<file path="src/rtl/pad_attr_pkg.sv">
// Shared types for the pad attribute controller: FSM states, pad-type codes
// and the 32-bit legalization masks that go with each pad type.
package pad_attr_pkg;

  typedef enum logic [1:0] {
    ST_IDLE   = 2'd0,
    ST_APPLY  = 2'd1,
    ST_SETTLE = 2'd2,
    ST_RESP   = 2'd3
  } state_e;

  localparam logic signed [31:0] PAD_TYPE_NONE = 32'sd0;
  localparam logic signed [31:0] PAD_TYPE_BYTE = 32'sd1;
  localparam logic signed [31:0] PAD_TYPE_HALF = 32'sd2;
  localparam logic signed [31:0] PAD_TYPE_FULL = 32'sd3;

  localparam logic [31:0] MASK_NONE = 32'h0000_0000;
  localparam logic [31:0] MASK_BYTE = 32'h0000_00FF;
  localparam logic [31:0] MASK_HALF = 32'h0000_FFFF;
  localparam logic [31:0] MASK_FULL = 32'hFFFF_FFFF;

  // Zero and negative types own no writable bits; anything above HALF owns all.
  function automatic logic [31:0] type_mask(input logic signed [31:0] pad_type);
    if (pad_type <= PAD_TYPE_NONE)      return MASK_NONE;
    else if (pad_type == PAD_TYPE_BYTE) return MASK_BYTE;
    else if (pad_type == PAD_TYPE_HALF) return MASK_HALF;
    else                                return MASK_FULL;
  endfunction

endpackage

</file>
<file path="src/rtl/pad_attr_warl_mask.sv">
// Combinational WARL legalization: writable bits come from the request,
// the rest keep the register's current value.
module pad_attr_warl_mask
  import pad_attr_pkg::*;
#(
  parameter int AttrDw = 32
) (
  input  logic signed [31:0]       i_pad_type,
  input  logic        [AttrDw-1:0] i_old,
  input  logic        [AttrDw-1:0] i_req,
  output logic        [AttrDw-1:0] o_legal
);

  logic [31:0]       w_mask32;
  logic [AttrDw-1:0] w_mask;

  assign w_mask32 = type_mask(i_pad_type);

  // The full mask must cover every bit even when AttrDw is wider than 32.
  always_comb begin
    w_mask = '0;
    if (w_mask32 == MASK_FULL) w_mask = '1;
    else                       w_mask = AttrDw'(w_mask32);
  end

  assign o_legal = (i_req & w_mask) | (i_old & ~w_mask);

endmodule

</file>
<file path="src/rtl/pad_attr_ctrl.sv">
// Per-pad attribute register bank with a write/settle/respond FSM.
// Optional PAD_ATTR_CTRL_ERRCNT_EN adds a saturating rejected-request counter.
module pad_attr_ctrl
  import pad_attr_pkg::*;
#(
  parameter int NumPads      = 4,
  parameter int AttrDw       = 32,
  parameter int SettleCycles = 3,
  localparam int PadW        = (NumPads > 1) ? $clog2(NumPads) : 1
) (
  input  logic                      clk_i,
  input  logic                      rst_ni,
  input  logic signed [31:0]        pad_type_i,
  input  logic                      req_valid_i,
  output logic                      req_ready_o,
  input  logic [PadW-1:0]           req_pad_i,
  input  logic [AttrDw-1:0]         req_attr_i,
  output logic                      rsp_valid_o,
  input  logic                      rsp_ready_i,
  output logic [AttrDw-1:0]         rsp_attr_o,
  output logic                      rsp_err_o,
  output logic [NumPads*AttrDw-1:0] attr_o,
  output logic                      busy_o
`ifdef PAD_ATTR_CTRL_ERRCNT_EN
  ,
  output logic [7:0]                err_cnt_o
`endif
);

  localparam int CntW = (SettleCycles > 0) ? $clog2(SettleCycles + 1) : 1;

  state_e             r_state;
  logic signed [31:0] r_pad_type;
  logic [PadW-1:0]    r_pad;
  logic [AttrDw-1:0]  r_req_attr;
  logic [AttrDw-1:0]  r_attr [NumPads];
  logic [CntW-1:0]    r_cnt;
  logic               r_rsp_valid;
  logic [AttrDw-1:0]  r_rsp_attr;
  logic               r_rsp_err;

  logic [AttrDw-1:0]  w_old;
  logic [AttrDw-1:0]  w_legal;
  logic               w_idx_ok;

  assign w_idx_ok = (32'(req_pad_i) < 32'(NumPads));

  always_comb begin
    w_old = '0;
    for (int k = 0; k < NumPads; k++) begin
      if (r_pad == PadW'(k)) w_old = r_attr[k];
    end
  end

  pad_attr_warl_mask #(
    .AttrDw(AttrDw)
  ) u_warl (
    .i_pad_type(r_pad_type),
    .i_old     (w_old),
    .i_req     (r_req_attr),
    .o_legal   (w_legal)
  );

  // Handshakes: a transfer happens on any rising edge where valid && ready;
  // valid and its payload hold steady until that edge.
  always_ff @(posedge clk_i) begin
    if (!rst_ni) begin
      r_state     <= ST_IDLE;
      r_pad_type  <= '0;
      r_pad       <= '0;
      r_req_attr  <= '0;
      r_cnt       <= '0;
      r_rsp_valid <= 1'b0;
      r_rsp_attr  <= '0;
      r_rsp_err   <= 1'b0;
      for (int k = 0; k < NumPads; k++) r_attr[k] <= '0;
    end else begin
      case (r_state)
        ST_IDLE: begin
          if (req_valid_i) begin
            r_pad_type <= pad_type_i;
            r_pad      <= req_pad_i;
            r_req_attr <= req_attr_i;
            if (w_idx_ok) begin
              r_state <= ST_APPLY;
            end else begin
              r_state     <= ST_RESP;
              r_rsp_valid <= 1'b1;
              r_rsp_err   <= 1'b1;
              r_rsp_attr  <= '0;
            end
          end
        end
        ST_APPLY: begin
          for (int k = 0; k < NumPads; k++) begin
            if (r_pad == PadW'(k)) r_attr[k] <= w_legal;
          end
          r_rsp_attr <= w_legal;
          r_rsp_err  <= 1'b0;
          if (SettleCycles > 0) begin
            r_cnt   <= CntW'(SettleCycles);
            r_state <= ST_SETTLE;
          end else begin
            r_rsp_valid <= 1'b1;
            r_state     <= ST_RESP;
          end
        end
        ST_SETTLE: begin
          if (r_cnt == CntW'(1)) begin
            r_cnt       <= '0;
            r_rsp_valid <= 1'b1;
            r_state     <= ST_RESP;
          end else begin
            r_cnt <= r_cnt - CntW'(1);
          end
        end
        ST_RESP: begin
          if (rsp_ready_i) begin
            r_rsp_valid <= 1'b0;
            r_state     <= ST_IDLE;
          end
        end
        default: r_state <= ST_IDLE;
      endcase
    end
  end

`ifdef PAD_ATTR_CTRL_ERRCNT_EN
  logic [7:0] r_err_cnt;

  always_ff @(posedge clk_i) begin
    if (!rst_ni) begin
      r_err_cnt <= '0;
    end else if (r_state == ST_RESP && rsp_ready_i && r_rsp_err && r_err_cnt != 8'hFF) begin
      r_err_cnt <= r_err_cnt + 8'd1;
    end
  end

  assign err_cnt_o = r_err_cnt;
`endif

  for (genvar k = 0; k < NumPads; k++) begin : g_attr
    assign attr_o[k*AttrDw +: AttrDw] = r_attr[k];
  end

  assign req_ready_o = (r_state == ST_IDLE);
  assign busy_o      = (r_state != ST_IDLE);
  assign rsp_valid_o = r_rsp_valid;
  assign rsp_attr_o  = r_rsp_attr;
  assign rsp_err_o   = r_rsp_err;

endmodule

</file>
<file path="config.mk">
export PLATFORM = sky130hd
export DESIGN_NAME = pad_attr_ctrl
export DESIGN_NICKNAME = d
export VERILOG_FILES = /design/src/rtl/pad_attr_pkg.sv /design/src/rtl/pad_attr_warl_mask.sv /design/src/rtl/pad_attr_ctrl.sv
export SDC_FILE = /design/constraint.sdc
export NUM_CORES = 1
export LEC_CHECK = 0
export BUFFER_PORTS_ARGS = -buffer_cell sky130_fd_sc_hd__buf_2
export CAP_MARGIN = 20
export CORE_ASPECT_RATIO = 1.1
export CORE_MARGIN = 5
export CORE_UTILIZATION = 45
export DETAILED_ROUTE_END_ITERATION = 12
export GPL_ROUTABILITY_DRIVEN = 0
export HOLD_SLACK_MARGIN = 0.03
export PLACE_DENSITY = 0.83
export SLEW_MARGIN = 40
export SYNTH_ARGS = -nofsm -noshare
export SYNTH_HDL_FRONTEND = slang
export SYNTH_SLANG_ARGS = --single-unit
</file>
<file path="constraint.sdc">
create_clock -name clk_i -period 3.6 [get_ports clk_i]
set_input_delay 0.18 -clock clk_i [delete_from_list [all_inputs] [get_ports clk_i]]
set_output_delay 0.18 -clock clk_i [all_outputs]
set_load 0.03 [all_outputs]
</file>
==> impl_results.md <==
* WP data required at 3.84 ns
* Pins Over Slew Limit at 0
* Skew-Pair Late Insertion Delay at 0.51 ns
* Clock slew at reported path FFs at 0.06 ns
* # rows at 55
* Drt wl/cell at 21.59 um
* Core area at 20510 um^2
* Area Overhead vs Synth at 31.47%
* Starting Density at 45.64%
* Antenna Nets Post-Route at 0
* CTS Buffer Depth at 3
* Mapped Avg Cell Area at 11.70 um^2
* Yosys warning count at 0
* RSZ-0062 raised after global routing: no
* Switch share at 35.82%
* Vias at 7558
* Final worst path period share at 72.45%
* Hpwl dp at 17610 um
* Unique cell type count in the Yosys netlist at 29
* Vias in the first global route at 7862
* Share of layout cells above drive strength 1 at 29.85%
* Max-cap violations at 0
* # IOs at 234
* Leak Pwr at 4.881 nW
* N_diodes at 0
* Tightest Hold Check Type: input port to register
* Vias per Instance at 5.566
* WL final at 29320 um
* Setup CP Type: register to register
* Worst endpoint data arrival time at 2.84 ns
* Cells after synthesis at 800
* Syn nets at 876
* Drc violations at 0
* First-pass GRT wire length at 44730 um
* Clk sinks at 231
* Antenna violations before repair at 0
* Critical Path Start Type: register
* Height of the die at 161.3 um
* Relative slew slack at 44.79%
* Clk root buf: clkbuf_16
* Final net count at 1160
* Overall routing resource usage at 23.92%
* DIE AREA at 23790 um^2
* Post-CTS Setup Repair Bufs at 0
* IO buf count at 232
* Peak VDD IR at 0.4067 mV
* Largest net degree at the start of global routing at 61
* DRT Pass-1 Iters at 5
* Switching power at 3.170 mW
* Internal power at 5.680 mW
* Outcome: finished clean
* H-tree depth at 1
* Post-placement cell area at 10810 um^2
* Pwr/cell area at 719.2 nW/um^2
* Gr ovfl total at 0
* Comb pwr share at 30.6%
* Worst clock skew at 0.01285 ns
* Fin Hold WS at 0.2143 ns
* CTS tree: done
* Synthesized area at 9360 um^2
* TNS Setup at 0 ns
* Number of fill cells at 1553
* Tmin final at 2.608 ns
* Number of CTS-inserted buffers at 24
* Clk pwr share at 28.8%
* CP Capture Type: register
* Slew @ Worst Pin at 0.8252 ns
* Die width at 147.5 um
* Setup violations, final at 0
* Sequential power share at 40.7%
* Fmax at 383.4 MHz
* Initial detailed-routing violation count at 594
* Critical path fanouts, max at 8
* Post-route cell area at 12310 um^2
* Seq/Total Area, Yosys at 63.09%
* Synth Register Bits at 231
* Final Hold Fails at 0
[per-layer routing]
layer	routed length, um	global-route usage, %	part of all wire (%)
met5	0	0	0
met4	973	8.517	3.3
met3	2645	4.910	9.0
met2	14480	40.71	49
met1	11220	30.42	38
[final cells by class]
type,count,area [um^2],area share [%]
multi-input cells,505,3256,26.46
well taps,256,320.3,2.603
repair buffers,313,1974,16.04
clock inverters,10,121.4,0.9863
clock buffers,34,689.4,5.602
inverters,9,33.78,0.2745
flip-flops and latches,231,5911,48.03
[worst paths after layout]
kind	startpoint	end	slack (ns)	depth (start not counted)
max	r_pad_type[3]$_SDFFE_PN0P_	r_attr[1][11]$_SDFFCE_PN0P_	0.99	5
min	rst_ni	rsp_valid_o$_SDFFE_PN0P_	0.21	2
max reg2reg	r_pad_type[3]$_SDFFE_PN0P_	r_attr[1][11]$_SDFFCE_PN0P_	0.99	5
min reg2reg	r_req_attr[23]$_SDFFE_PN0P_	r_req_attr[23]$_SDFFE_PN0P_	0.46	2
[what timing repair did]
action,CTS,global route
endpoints found under the hold margin,66,0
hold buffers,66,0
endpoints found under the setup margin,0,0
resized for setup,0,0
[metrics by stage]
| stage | total power, mW | std cells | setup slack [ns] | utilization, % |
|---|---|---|---|---|
| 4_1_cts | 8.842 | 1357 | 0.9730 | 59.91 |
| 2_1_floorplan | 5.361 | 800 | 0.7322 | - |
| 3_3_place_gp | 6.184 | 1247 | 1.079 | 52.70 |
| 5_1_grt | 9.222 | 1358 | 0.8117 | 60.01 |
| 6_report | 8.851 | 1358 | 0.9917 | 60.01 |
| 3_5_place_dp | 6.246 | 1247 | 0.9805 | 52.73 |
[logic make-up (layout without fill, tap and decap cells)]
group                    Yosys count  after routing  share of synthesized area (%)
adder cells (fa/ha/maj)            6              6                         0.8020
other                              1              1                        0.04006
multiplexers                      65             65                          11.23
AND/OR/NAND/NOR                  291            291                          12.18
buffers and inverters             64            366                          2.767
flip-flops                       231            231                          63.09
AO/OA/AOI/OAI                    142            142                          9.892
[cell usage in the layout, fill, tap and decap left out, drive strengths merged, types with 7 or more instances in the layout]
| cell | count |
|---|---|
| nor4 | 7 |
| o21ai | 36 |
| dfxtp | 103 |
| nand2 | 141 |
| a21oi | 33 |
| dlygate4sd3 | 66 |
| clkbuf | 34 |
| mux2i | 33 |
| mux4 | 32 |
| clkinv | 7 |
| a21boi | 66 |
| inv | 9 |
| buf | 247 |
| nor2 | 131 |
| edfxtp | 128 |
[registers in the layout, indices dropped and copies added (netlist names)]
register / flops
r_req_attr: 32
rsp_valid_o: 1
r_state: 2
r_pad_type: 32
r_pad: 2
r_attr: 128
r_cnt: 2
rsp_attr_o: 32
[synthesized netlist by cell type]
master    number  area share [%]
a211oi_1       1           0.080
a21boi_0      66             5.3
a21oi_1       33             1.8
buf_1          1           0.040
buf_2          3            0.16
buf_4          1           0.080
buf_8          1            0.16
clkbuf_1      49             2.0
conb_1         1           0.040
dfxtp_1      103              22
edfxtp_1     128              41
ha_1           6            0.80
inv_1          9            0.36
mux2i_1       33             3.5
mux4_2        32             7.7
nand2_1      141             5.7
nand3_1        3            0.16
nand4_1        4            0.27
nor2_1       131             5.3
nor2b_1        3            0.20
nor3_1         2            0.11
nor4_1         6            0.40
nor4_2         1            0.13
o211a_1        2            0.21
o21ai_0       34             1.8
o21ai_2        2            0.19
o221a_2        2            0.24
o22ai_1        1           0.067
o31ai_4        1            0.23
[critical path, cell delays in order (launching register included)]
cell and delay, ns:
dfxtp_1 0.31, nor4_1 0.41, nand4_1 0.30, o21ai_2 0.69
mux2i_1 0.50, nor2_1 0.12
[power by group through the flow]
stage / clock network, mW / logic [mW] / registers (mW)
2_1_floorplan: 0 / 1.22 / 4.14
3_3_place_gp: 0 / 2.54 / 3.65
3_5_place_dp: 0 / 2.59 / 3.66
4_1_cts: 2.57 / 2.66 / 3.61
5_1_grt: 2.70 / 2.89 / 3.64
6_report: 2.55 / 2.71 / 3.60
Note: power is estimated with default switching activity, not from simulation.
